--- src/rtl/muldiv_pkg.sv ---
// Shared types and constants for the muldiv scheduler.
//   W / HALF       : datapath operand width and legal operand width
//   OP_MUL / OP_DIV: encoding of req_op
//   state_e        : scheduler state encoding
//   op_err()       : operand screening applied when a request is accepted
package muldiv_pkg;

  localparam int unsigned W    = 20;
  localparam int unsigned HALF = 10;

  localparam logic OP_MUL = 1'b0;
  localparam logic OP_DIV = 1'b1;

  typedef enum logic [2:0] {
    ST_IDLE  = 3'd0,
    ST_ISSUE = 3'd1,
    ST_FIRE  = 3'd2,
    ST_WAIT  = 3'd3,
    ST_RESP  = 3'd4
  } state_e;

  // MUL operands must fit HALF bits; DIV needs a nonzero HALF-bit divisor and a
  // quotient that fits HALF bits, i.e. a < (b << HALF).
  function automatic logic op_err(input logic op, input logic [W-1:0] a,
                                  input logic [W-1:0] b);
    logic [2*W-1:0] b_sh;
    b_sh = {{W{1'b0}}, b} << HALF;
    if (op == OP_MUL) begin
      return (a[W-1:HALF] != '0) || (b[W-1:HALF] != '0);
    end
    return (b == '0) || (b[W-1:HALF] != '0) || ({{W{1'b0}}, a} >= b_sh);
  endfunction

endpackage

--- src/rtl/muldiv_sched_if.sv ---
// Request/response bus between client blocks and muldiv_sched.
//   req_valid/req_ready/req_op/req_a/req_b : per-requester request channel
//   rsp_valid/rsp_ready/rsp_id/rsp_q/rsp_r/rsp_err : shared tagged response
// master = client side, slave = scheduler side.
interface muldiv_sched_if
  import muldiv_pkg::*;
#(
  parameter int unsigned NREQ = 4
);

  localparam int unsigned IW = $clog2(NREQ);

  logic [NREQ-1:0]   req_valid;
  logic [NREQ-1:0]   req_ready;
  logic [NREQ-1:0]   req_op;
  logic [NREQ*W-1:0] req_a;
  logic [NREQ*W-1:0] req_b;

  logic              rsp_valid;
  logic              rsp_ready;
  logic [IW-1:0]     rsp_id;
  logic [W-1:0]      rsp_q;
  logic [W-1:0]      rsp_r;
  logic              rsp_err;

  modport master (
    output req_valid, req_op, req_a, req_b, rsp_ready,
    input  req_ready, rsp_valid, rsp_id, rsp_q, rsp_r, rsp_err
  );

  modport slave (
    input  req_valid, req_op, req_a, req_b, rsp_ready,
    output req_ready, rsp_valid, rsp_id, rsp_q, rsp_r, rsp_err
  );

endinterface

--- src/rtl/muldiv_sched_rr_arbiter.sv ---
// Round-robin arbiter: picks the first valid requester after i_last.
//   i_valid : request vector
//   i_last  : index of the previously granted requester
//   o_grant : one-hot grant (all zero when nothing is valid)
//   o_idx   : index of the granted requester
//   o_any   : some requester is granted
module rr_arbiter #(
  parameter int unsigned NREQ = 4
) (
  input  logic [NREQ-1:0]         i_valid,
  input  logic [$clog2(NREQ)-1:0] i_last,
  output logic [NREQ-1:0]         o_grant,
  output logic [$clog2(NREQ)-1:0] o_idx,
  output logic                    o_any
);

  localparam int unsigned IW = $clog2(NREQ);

  // Scan i_last+1 .. i_last+NREQ (mod NREQ); i_last itself is checked last.
  always_comb begin
    int unsigned w_c;
    w_c     = 0;
    o_grant = '0;
    o_idx   = '0;
    o_any   = 1'b0;
    for (int unsigned k = 1; k <= NREQ; k++) begin
      w_c = (32'(i_last) + k) % NREQ;
      if (!o_any && i_valid[IW'(w_c)]) begin
        o_any = 1'b1;
        o_idx = IW'(w_c);
      end
    end
    if (o_any) o_grant[o_idx] = 1'b1;
  end

endmodule

--- src/rtl/muldiv_sched.sv ---
// Round-robin scheduler sharing one multiply/divide datapath among NREQ
// requesters. Screens operands, triggers the datapath, waits LAT cycles,
// captures the result and returns it on a tagged response channel.
//   t, rst_n        : clock, async active-low reset
//   bus             : request/response channels (slave side)
//   dp_go/dp_a/dp_b : datapath trigger and operands
//   dp_p/dp_n/dp_r  : datapath product, quotient, remainder
//   busy            : scheduler not idle
module muldiv_sched
  import muldiv_pkg::*;
#(
  parameter int unsigned NREQ = 4,
  parameter int unsigned LAT  = 1
) (
  input  logic         t,
  input  logic         rst_n,
  muldiv_sched_if.slave bus,
  output logic         dp_go,
  output logic [W-1:0] dp_a,
  output logic [W-1:0] dp_b,
  input  logic [W-1:0] dp_p,
  input  logic [W-1:0] dp_n,
  input  logic [W-1:0] dp_r,
  output logic         busy
);

  localparam int unsigned IW = $clog2(NREQ);
  localparam int unsigned CW = 4;

  localparam logic [2:0] S_IDLE  = 3'(ST_IDLE);
  localparam logic [2:0] S_ISSUE = 3'(ST_ISSUE);
  localparam logic [2:0] S_FIRE  = 3'(ST_FIRE);
  localparam logic [2:0] S_WAIT  = 3'(ST_WAIT);
  localparam logic [2:0] S_RESP  = 3'(ST_RESP);

  logic [2:0]    r_state,     w_state_nxt;
  logic [IW-1:0] r_last,      w_last_nxt;
  logic          r_op,        w_op_nxt;
  logic [CW-1:0] r_cnt,       w_cnt_nxt;
  logic          r_rsp_valid, w_rsp_valid_nxt;
  logic [IW-1:0] r_rsp_id,    w_rsp_id_nxt;
  logic [W-1:0]  r_rsp_q,     w_rsp_q_nxt;
  logic [W-1:0]  r_rsp_r,     w_rsp_r_nxt;
  logic          r_rsp_err,   w_rsp_err_nxt;
  logic          r_dp_go,     w_dp_go_nxt;
  logic [W-1:0]  r_dp_a,      w_dp_a_nxt;
  logic [W-1:0]  r_dp_b,      w_dp_b_nxt;
  logic          r_busy,      w_busy_nxt;

  logic [NREQ-1:0] w_grant;
  logic [IW-1:0]   w_idx;
  logic            w_any;
  logic            w_sel_op;
  logic [W-1:0]    w_sel_a;
  logic [W-1:0]    w_sel_b;
  logic            w_sel_err;

  rr_arbiter #(.NREQ(NREQ)) u_arb (
    .i_valid (bus.req_valid),
    .i_last  (r_last),
    .o_grant (w_grant),
    .o_idx   (w_idx),
    .o_any   (w_any)
  );

  // Grant is offered only while idle and out of reset.
  assign bus.req_ready = (rst_n && (r_state == S_IDLE)) ? w_grant : '0;

  // Operand mux for the granted requester.
  always_comb begin
    w_sel_op = 1'b0;
    w_sel_a  = '0;
    w_sel_b  = '0;
    for (int unsigned i = 0; i < NREQ; i++) begin
      if (w_grant[i]) begin
        w_sel_op = bus.req_op[i];
        w_sel_a  = bus.req_a[i*W +: W];
        w_sel_b  = bus.req_b[i*W +: W];
      end
    end
  end

  assign w_sel_err = op_err(w_sel_op, w_sel_a, w_sel_b);

  // Next-state and registered-output logic.
  always_comb begin
    w_state_nxt     = r_state;
    w_last_nxt      = r_last;
    w_op_nxt        = r_op;
    w_cnt_nxt       = r_cnt;
    w_rsp_valid_nxt = r_rsp_valid;
    w_rsp_id_nxt    = r_rsp_id;
    w_rsp_q_nxt     = r_rsp_q;
    w_rsp_r_nxt     = r_rsp_r;
    w_rsp_err_nxt   = r_rsp_err;
    w_dp_go_nxt     = 1'b0;
    w_dp_a_nxt      = r_dp_a;
    w_dp_b_nxt      = r_dp_b;

    case (r_state)
      S_IDLE: begin
        if (w_any) begin
          w_last_nxt   = w_idx;
          w_op_nxt     = w_sel_op;
          w_rsp_id_nxt = w_idx;
          if (w_sel_err) begin
            // Rejected ops never reach the datapath.
            w_rsp_err_nxt = 1'b1;
            w_rsp_q_nxt   = '0;
            w_rsp_r_nxt   = '0;
            w_state_nxt   = S_RESP;
          end else begin
            w_dp_a_nxt  = w_sel_a;
            w_dp_b_nxt  = w_sel_b;
            w_state_nxt = S_ISSUE;
          end
        end
      end
      S_ISSUE: begin
        w_dp_go_nxt = 1'b1;
        w_state_nxt = S_FIRE;
      end
      S_FIRE: begin
        w_cnt_nxt   = CW'(LAT);
        w_state_nxt = S_WAIT;
      end
      S_WAIT: begin
        if (r_cnt <= CW'(1)) begin
          w_rsp_valid_nxt = 1'b1;
          w_rsp_err_nxt   = 1'b0;
          w_rsp_q_nxt     = (r_op == OP_MUL) ? dp_p : dp_n;
          w_rsp_r_nxt     = (r_op == OP_MUL) ? '0 : dp_r;
          w_state_nxt     = S_RESP;
        end else begin
          w_cnt_nxt = r_cnt - CW'(1);
        end
      end
      S_RESP: begin
        // Error path arrives here with rsp_valid still low; raise it one cycle later.
        if (!r_rsp_valid) begin
          w_rsp_valid_nxt = 1'b1;
        end else if (bus.rsp_ready) begin
          w_rsp_valid_nxt = 1'b0;
          w_state_nxt     = S_IDLE;
        end
      end
      default: begin
        w_state_nxt = S_IDLE;
      end
    endcase

    w_busy_nxt = (w_state_nxt != S_IDLE);
  end

  // State and output registers.
  always_ff @(posedge t or negedge rst_n) begin
    if (!rst_n) begin
      r_state     <= S_IDLE;
      r_last      <= IW'(NREQ - 1);
      r_op        <= 1'b0;
      r_cnt       <= '0;
      r_rsp_valid <= 1'b0;
      r_rsp_id    <= '0;
      r_rsp_q     <= '0;
      r_rsp_r     <= '0;
      r_rsp_err   <= 1'b0;
      r_dp_go     <= 1'b0;
      r_dp_a      <= '0;
      r_dp_b      <= '0;
      r_busy      <= 1'b0;
    end else begin
      r_state     <= w_state_nxt;
      r_last      <= w_last_nxt;
      r_op        <= w_op_nxt;
      r_cnt       <= w_cnt_nxt;
      r_rsp_valid <= w_rsp_valid_nxt;
      r_rsp_id    <= w_rsp_id_nxt;
      r_rsp_q     <= w_rsp_q_nxt;
      r_rsp_r     <= w_rsp_r_nxt;
      r_rsp_err   <= w_rsp_err_nxt;
      r_dp_go     <= w_dp_go_nxt;
      r_dp_a      <= w_dp_a_nxt;
      r_dp_b      <= w_dp_b_nxt;
      r_busy      <= w_busy_nxt;
    end
  end

  assign bus.rsp_valid = r_rsp_valid;
  assign bus.rsp_id    = r_rsp_id;
  assign bus.rsp_q     = r_rsp_q;
  assign bus.rsp_r     = r_rsp_r;
  assign bus.rsp_err   = r_rsp_err;
  assign dp_go         = r_dp_go;
  assign dp_a          = r_dp_a;
  assign dp_b          = r_dp_b;
  assign busy          = r_busy;

endmodule

--- src/flat_wrapper.sv ---
// flat-port wrapper written by rule: the top's interface ports become plain ports
module muldiv_sched_flat import muldiv_pkg::*;
#(
  parameter int unsigned NREQ = 4,
  parameter int unsigned LAT  = 1
)
  (t, rst_n, dp_go, dp_a, dp_b, dp_p, dp_n, dp_r, busy, bus_req_valid, bus_req_op, bus_req_a, bus_req_b, bus_rsp_ready, bus_req_ready, bus_rsp_valid, bus_rsp_id, bus_rsp_q, bus_rsp_r, bus_rsp_err);
  muldiv_sched_if #(.NREQ(NREQ)) bus_i ();
  input  logic t;
  input  logic rst_n;
  output logic dp_go;
  output logic [W-1:0] dp_a;
  output logic [W-1:0] dp_b;
  input  logic [W-1:0] dp_p;
  input  logic [W-1:0] dp_n;
  input  logic [W-1:0] dp_r;
  output logic busy;
  input wire logic [$bits(bus_i.req_valid)-1:0] bus_req_valid;
  input wire logic [$bits(bus_i.req_op)-1:0] bus_req_op;
  input wire logic [$bits(bus_i.req_a)-1:0] bus_req_a;
  input wire logic [$bits(bus_i.req_b)-1:0] bus_req_b;
  input wire logic [$bits(bus_i.rsp_ready)-1:0] bus_rsp_ready;
  output wire logic [$bits(bus_i.req_ready)-1:0] bus_req_ready;
  output wire logic [$bits(bus_i.rsp_valid)-1:0] bus_rsp_valid;
  output wire logic [$bits(bus_i.rsp_id)-1:0] bus_rsp_id;
  output wire logic [$bits(bus_i.rsp_q)-1:0] bus_rsp_q;
  output wire logic [$bits(bus_i.rsp_r)-1:0] bus_rsp_r;
  output wire logic [$bits(bus_i.rsp_err)-1:0] bus_rsp_err;
  assign bus_i.req_valid = bus_req_valid;
  assign bus_i.req_op = bus_req_op;
  assign bus_i.req_a = bus_req_a;
  assign bus_i.req_b = bus_req_b;
  assign bus_i.rsp_ready = bus_rsp_ready;
  assign bus_req_ready = bus_i.req_ready;
  assign bus_rsp_valid = bus_i.rsp_valid;
  assign bus_rsp_id = bus_i.rsp_id;
  assign bus_rsp_q = bus_i.rsp_q;
  assign bus_rsp_r = bus_i.rsp_r;
  assign bus_rsp_err = bus_i.rsp_err;
  muldiv_sched #(.NREQ(NREQ), .LAT(LAT)) u_core (.t(t), .rst_n(rst_n), .bus(bus_i), .dp_go(dp_go), .dp_a(dp_a), .dp_b(dp_b), .dp_p(dp_p), .dp_n(dp_n), .dp_r(dp_r), .busy(busy));
endmodule
--- config.mk ---
export PLATFORM = sky130hd
export DESIGN_NAME = muldiv_sched_flat
export DESIGN_NICKNAME = d
export VERILOG_FILES = /design/src/rtl/muldiv_pkg.sv /design/src/rtl/muldiv_sched_if.sv /design/src/rtl/muldiv_sched_rr_arbiter.sv /design/src/rtl/muldiv_sched.sv /design/src/flat_wrapper.sv
export SDC_FILE = /design/constraint.sdc
export NUM_CORES = 1
export LEC_CHECK = 0
export ABC_AREA = 1
export BUFFER_PORTS_ARGS = -buffer_cell sky130_fd_sc_hd__buf_2
export CAP_MARGIN = 20
export CORE_ASPECT_RATIO = 0.9
export CORE_UTILIZATION = 42
export CTS_CLUSTER_DIAMETER = 120
export DETAILED_ROUTE_END_ITERATION = 7
export PLACE_DENSITY = 0.8
export SLEW_MARGIN = 30
export SYNTH_ARGS = -nofsm -noshare
export SYNTH_HDL_FRONTEND = slang
export SYNTH_HIERARCHICAL = 1
export SYNTH_SLANG_ARGS = --single-unit
--- constraint.sdc ---
create_clock -name t -period 3.45 [get_ports t]
set_clock_uncertainty 0.15 [all_clocks]
set_input_delay 0.345 -clock t [delete_from_list [all_inputs] [get_ports t]]
set_output_delay 0.345 -clock t [all_outputs]
set_load 0.05 [all_outputs]
==> results.cfg, run 1 <==
[timing]
clock.fmax_mhz = 240
report.final.setup_viol = 84
timing.final.crit_share = 1.21
tightestPinTransition_ns = 0.912
worst_setup_margin_ns = -0.718
count_of_final_hold_check_violations = 0
maxSlewHeadroom = 0.392
grt_setup_unrepaired = true
slew_violations = 0
period_needed_ns = 4.17
hold_ws_ns = 0.175

[detailed_routing]
drcViolationCount = 0
drt-initial-drc-count = 536
detail-route-antenna-nets = 0
wl_per_cell_um = 15.4
routed-via-count = 7805
detail_route.first_pass.iterations = 7
vias_per_cell = 5.09
drt_wl_total_mm = 23.6

[worst_setup_path]
slowest_cell_on_crit_path = sky130_fd_sc_hd__dfstp_2
critical_path_class = reg2reg
critPathMostFrequentCell = sky130_fd_sc_hd__nand2_1
startpoint_type = flop
worst_setup_path_end_kind = flop
critPathRequiredTime_ns = 3.53
worst-r2r-setup-slack_ns = -0.72
max_stage_delay_ns = 0.59
critical_path_arrival_ns = 4.25
timing.critical_path.fanout_max = 10

[floorplanning]
initial_core_util = 0.434
fp.coreArea_sq_mm = 0.0149
die-height_um = 120
die_area_sq_mm = 0.0159
num_rows = 42
die-width_um = 133
pin_count = 321

[layout]
post_route_cells_drive_above_1_share = 0.421
layout.cells.most_common_list = 368 x sky130_fd_sc_hd__nand2_1, 319 x sky130_fd_sc_hd__buf_2, 102 x sky130_fd_sc_hd__nor2_1
post_route_insts_no_fill = 1534
final_common_cell = sky130_fd_sc_hd__nand2_1
areaGrowthSynthToFinish_pct = 49.4
finalNetCount = 1574
insertedDiodeCount = 0
design_area_sq_mm = 0.00964
layout.filler_cells = 1314

[yosys]
synthesis.area_sq_mm = 0.00645
mean_syn_cell_area_sq_um = 6.84
ys_dominant_reg_cell = sky130_fd_sc_hd__dfrtp_1
synth_enable_flop_cells = 0
postSynth.asyncResetShare = 1.00
number_of_synthesized_register_bits = 96
synth_cell_types = 38
synth_fp_nets = 1187
yosys_warnings = 6
ys_seq_area_frac = 0.373
netlist_instances = 944

[run_status]
violations = negative setup slack
run_status = finished, violations left

[cts]
number_of_cts_inserted_buffers = 9
cts.reportedPaths.clkPinSlew_ns = 0.07
cts_tree = yes
cts_root_buffer = sky130_fd_sc_hd__clkbuf_16
clk_latency_ns = 0.34
htreeDepth = 3
clkSinkCount = 96
cts_buffer_depth = 2

[grt]
global_route.usage.total = 0.286
grt_pass1_wl_mm = 36.0
vias_in_the_first_global_route = 7421
number_of_antenna_violations_at_the_first_check_in_global_routing = 0
grt_start_max_net_pins = 71
global_route.overflow_total = 0

[min_path]
min-delay-path-class = in2reg

[flow_run]
drv_cap = 0

[place]
io_buffers = 320
place_congestion = 1.00
dpl-instance-area_sq_mm = 0.00876
dpl.cell_count = 1495
detailed_place_hpwl_mm = 17.4
==> registers in the layout, indices dropped and copies added (netlist names) <==
register and flops:
u_core/r_op 1, u_core/bus.rsp_valid 1, u_core/dp_b 20, u_core/dp_go 1
u_core/r_cnt 4, u_core/r_state 3, u_core/bus.rsp_id 2, u_core/r_last 2
u_core/bus.rsp_q 20, u_core/busy 1, u_core/dp_a 20, u_core/bus.rsp_err 1
u_core/bus.rsp_r 20
==> cell families after synthesis <==
group                      after synthesis  share of synthesized area
buffers and inverters                  114                     0.0867
DFF                                     96                      0.373
xor gates and xnor gates                 2                    0.00271
AOI/OAI and AO/OA                      108                      0.101
and+or+nand+nor                        592                      0.378
muxes                                   20                     0.0349
adders and majority gates               12                     0.0233
==> metrics by stage <==
step	TNS, ns	setup slack, ns	utilization
floorplan	-5.32	-0.0771	-
detailed placement	-60.70	-0.813	0.589
CTS	-48.11	-0.608	0.627
global placement	-56.28	-0.761	0.589
finish	-55.53	-0.718	0.648
global route	-73.25	-0.934	0.648
==> synthesized netlist by cell type, types with 2 or more instances <==
cell type,number,area [sq um]
sky130_fd_sc_hd__a21boi_1,4,30.0
sky130_fd_sc_hd__a21boi_2,4,45.0
sky130_fd_sc_hd__a21oi_1,49,245
sky130_fd_sc_hd__a21oi_2,2,17.5
sky130_fd_sc_hd__a22oi_1,5,37.5
sky130_fd_sc_hd__a22oi_2,2,25.0
sky130_fd_sc_hd__buf_1,4,15.0
sky130_fd_sc_hd__buf_2,18,90.1
sky130_fd_sc_hd__buf_4,9,67.6
sky130_fd_sc_hd__buf_6,10,113
sky130_fd_sc_hd__clkbuf_1,11,41.3
sky130_fd_sc_hd__dfrtp_1,94,2350
sky130_fd_sc_hd__dfstp_2,2,52.6
sky130_fd_sc_hd__ha_1,12,150
sky130_fd_sc_hd__inv_1,55,206
sky130_fd_sc_hd__inv_2,7,26.3
sky130_fd_sc_hd__mux2_2,20,225
sky130_fd_sc_hd__nand2_1,382,1430
sky130_fd_sc_hd__nand2_2,10,62.6
sky130_fd_sc_hd__nand2_4,5,56.3
sky130_fd_sc_hd__nand3_1,67,335
sky130_fd_sc_hd__nand4_1,4,25.0
sky130_fd_sc_hd__nor2_1,106,398
sky130_fd_sc_hd__nor3_1,3,15.0
sky130_fd_sc_hd__o211ai_1,3,22.5
sky130_fd_sc_hd__o21ai_0,13,65.1
sky130_fd_sc_hd__o21ai_1,15,75.1
sky130_fd_sc_hd__o21ai_2,8,70.1
sky130_fd_sc_hd__or2_2,10,62.6
sky130_fd_sc_hd__xor2_1,2,17.5
==> critical path, delay by kind of cell (launching register included) <==
kind | cells | cell delay, ns
AND/OR/NAND/NOR | 20 | 2.03
buffers and inverters | 6 | 0.78
flip-flops | 1 | 0.59
adder cells (fa/ha/maj) | 1 | 0.28
AO/OA/AOI/OAI | 1 | 0.20
==> final cells by class <==
class	instances	area, sq um	area share
clock buffers	10	239	0.0248
clock inverters	6	57.6	0.00597
inverters	62	244	0.0253
multi-input cells	735	3750	0.389
flip-flops and latches	96	2400	0.249
well taps	198	248	0.0257
repair buffers	427	2700	0.280
==> layer usage <==
metal / GRT usage / vias up / wire length (um)
met5: 0 / - / 0
met4: 0.114 / 0 / 828
met3: 0.0697 / 79 / 1970
met2: 0.482 / 407 / 11500
met1: 0.351 / 3568 / 9380
li1: - / 3751 / -
==> repair_timing <==
action                                 CTS  global route
setup buffers                            8             5
setup endpoints to repair               84            84
hold buffers                             1             0
cloned                                   5             5
gates resized for setup                 27            42
endpoints found under the hold margin   25             0
pin swaps                                4            12
==> final timing paths <==
| path | startpoint | to | depth (start not counted) |
|---|---|---|---|
| max | u_core/r_last[0] | u_core/bus.rsp_r[11] | 28 |
| min | dp_r[16] | u_core/bus.rsp_r[16] | 5 |
| max reg2reg | u_core/r_last[0] | u_core/bus.rsp_r[11] | 28 |
| min reg2reg | u_core/dp_b[11] | u_core/dp_b[11] | 2 |
| max in group asynchronous | rst_n | u_core/dp_a[2] | 3 |
| min in group asynchronous | rst_n | u_core/bus.rsp_q[8] | 2 |
Power of run 1 is left out: the tool's default activity adds up to more than one toggle a clock period on the data nets, which glitch-free logic cannot reach.
==> run 2: changes to the inputs <==
- CELL_PAD_IN_SITES_DETAIL_PLACEMENT: not set -> 2
- CELL_PAD_IN_SITES_GLOBAL_PLACEMENT: not set -> 2
- CORE_UTILIZATION: 42 -> 21
==> results.cfg, run 2 (synthesis results as in run 1) <==
[cts]
cts_root_buffer = sky130_fd_sc_hd__clkbuf_16
cts_tree = yes
clkSinkCount = 96
cts.reportedPaths.clkPinSlew_ns = 0.08
cts_buffer_depth = 2
number_of_cts_inserted_buffers = 9
htreeDepth = 3
clk_latency_ns = 0.35

[timing]
worst_setup_margin_ns = -1.17
count_of_final_hold_check_violations = 0
clock.fmax_mhz = 216
period_needed_ns = 4.62
report.final.setup_viol = 84
grt_setup_unrepaired = true
hold_ws_ns = 0.172
maxSlewHeadroom = 0.438
slew_violations = 0
timing.final.crit_share = 1.34
tightestPinTransition_ns = 0.842

[place]
io_buffers = 320
detailed_place_hpwl_mm = 24.6
dpl.cell_count = 1719
place_congestion = 0.850
dpl-instance-area_sq_mm = 0.00917

[grt]
number_of_antenna_violations_at_the_first_check_in_global_routing = 9
grt_pass1_wl_mm = 49.4
global_route.overflow_total = 0
global_route.usage.total = 0.201
grt_start_max_net_pins = 69
vias_in_the_first_global_route = 9072

[detailed_routing]
drt_wl_total_mm = 34.8
routed.top_layer = met5
drcViolationCount = 0
wl_per_cell_um = 19.4
drt-initial-drc-count = 262
detail_route.wirelength.met1_mm = 13.8
wl_met3_mm = 2.10
detail-route-antenna-nets = 0
routed-via-count = 8187
dr_wl_met2_mm = 18.0
detail_route.first_pass.iterations = 5
vias_per_cell = 4.58

[layout]
ff_latch_area_sq_mm = 0.00241
post_route_cells_drive_above_1_share = 0.470
layout.cells.most_common_list = 336 x sky130_fd_sc_hd__nand2_1, 318 x sky130_fd_sc_hd__buf_2, 106 x sky130_fd_sc_hd__buf_4
areaGrowthSynthToFinish_pct = 65.0
finalNetCount = 1616
final_common_cell = sky130_fd_sc_hd__nand2_1
post_route_insts_no_fill = 1789
layout.filler_cells = 3563
final_core_utilization = 0.355
design_area_sq_mm = 0.0107
multi_input_comb_area_sq_mm = 0.00395

[min_path]
hold_end = u_core/bus.rsp_q[18]
timing.hold.worst.start = dp_n[18]
min-delay-path-class = in2reg
worst_hold_path.num_cells = 4

[worst_setup_path]
reg2reg_to = u_core/dp_a[18]
worst-r2r-setup-slack_ns = -1.17
critical_path_class = reg2reg
worst_setup_path_end_kind = flop
startpoint_type = flop
critPathRequiredTime_ns = 3.57
worstReg2RegStart = u_core/r_last[1]
timing.critical_path.fanout_max = 12
critical_path_arrival_ns = 4.74
worst-r2r-cell-count = 27

[flow_run]
drv_cap = 0

[floorplanning]
fp.coreArea_sq_mm = 0.0300
pin_count = 321
initial_core_util = 0.215
die-height_um = 168
die_area_sq_mm = 0.0314
num_rows = 60
die-width_um = 187

[run_status]
run_status = finished, violations left
violations = negative setup slack
## run 2: changes by cell type in the layout (fill, tap and decap cells not counted), moves of 7 or more
cell / delta
sky130_fd_sc_hd__nand2_2: +19
sky130_fd_sc_hd__o21ai_2: -7
sky130_fd_sc_hd__nor2_1: -7
sky130_fd_sc_hd__nand2_4: +13
sky130_fd_sc_hd__buf_4: +25
sky130_fd_sc_hd__nand2_1: -32
sky130_fd_sc_hd__diode_2: +8
sky130_fd_sc_hd__buf_6: +9
sky130_fd_sc_hd__o21ai_1: +8
## run 2: how the worst max path moves through the flow
stage                      from  depth (start not counted)                   to  slack, ns
2_1_floorplan  u_core/r_last[0]                         30  u_core/bus.rsp_r[0]      -0.08
3_3_place_gp   u_core/r_last[0]                         29          u_core/busy      -0.90
3_5_place_dp   u_core/r_last[0]                         29       u_core/dp_a[5]      -1.07
4_1_cts        u_core/r_last[0]                         28       u_core/dp_b[5]      -0.81
5_1_grt        u_core/r_last[1]                         27      u_core/dp_a[18]      -1.42
6_report       u_core/r_last[1]                         27      u_core/dp_a[18]      -1.17
## run 2: area by class of cell
class                           instances  area share
Multi-Input combinational cell        734       0.370
Timing Repair Buffer                  470       0.300
Sequential cell                        96       0.226
Tap cell                              403      0.0473
Inverter                               62      0.0237
Clock buffer                           10      0.0224
Clock inverter                          6     0.00787
Antenna cell                            8     0.00188
## run 2: metal layers
layer,up-vias,track usage
li1,3845,-
met1,4020,0.219
met2,257,0.372
met3,61,0.0592
met4,4,0.0631
met5,-,0
## run 2: through the flow
| step | setup TNS [ns] | worst slack [ns] |
|---|---|---|
| 2_1_floorplan | -5.32 | -0.0771 |
| 3_3_place_gp | -65.19 | -0.901 |
| 3_5_place_dp | -79.67 | -1.07 |
| 4_1_cts | -64.12 | -0.806 |
| 5_1_grt | -111.78 | -1.42 |
| 6_report | -88.49 | -1.17 |
## run 2: repair_timing
| item | in CTS | in global routing |
|---|---|---|
| endpoints found under the setup margin | 84 | 85 |
| gates resized for setup | 58 | 87 |
| gates cloned | 4 | 10 |
| hold endpoints to repair | 28 | 0 |
| hold buffers | 1 | 0 |
| buffers inserted | 18 | 16 |
| pin swaps | 30 | 46 |
## run 2: critical path, stage by stage (launching register included)
cell	delay, ns
sky130_fd_sc_hd__dfstp_2	0.58
sky130_fd_sc_hd__buf_4	0.15
sky130_fd_sc_hd__nand2_2	0.07
sky130_fd_sc_hd__nand2_4	0.11
sky130_fd_sc_hd__nand2_4	0.06
sky130_fd_sc_hd__nand2_4	0.10
sky130_fd_sc_hd__nand2_4	0.07
sky130_fd_sc_hd__nand3_2	0.08
sky130_fd_sc_hd__nand3_4	0.09
sky130_fd_sc_hd__buf_4	0.15
sky130_fd_sc_hd__nor2_4	0.20
sky130_fd_sc_hd__inv_4	0.09
sky130_fd_sc_hd__clkbuf_16	0.18
sky130_fd_sc_hd__nor2_1	0.17
sky130_fd_sc_hd__nor2_1	0.09
sky130_fd_sc_hd__a21boi_1	0.25
sky130_fd_sc_hd__ha_1	0.31
sky130_fd_sc_hd__a21oi_1	0.24
sky130_fd_sc_hd__o21ai_0	0.17
sky130_fd_sc_hd__nand2_1	0.11
sky130_fd_sc_hd__a21oi_1	0.07
sky130_fd_sc_hd__nor2_1	0.13
sky130_fd_sc_hd__nand3_2	0.11
sky130_fd_sc_hd__nand2_4	0.10
sky130_fd_sc_hd__nand3_4	0.16
sky130_fd_sc_hd__buf_4	0.21
sky130_fd_sc_hd__clkbuf_16	0.17
sky130_fd_sc_hd__o21ai_1	0.15
Power of run 2 is left out for the same reason.
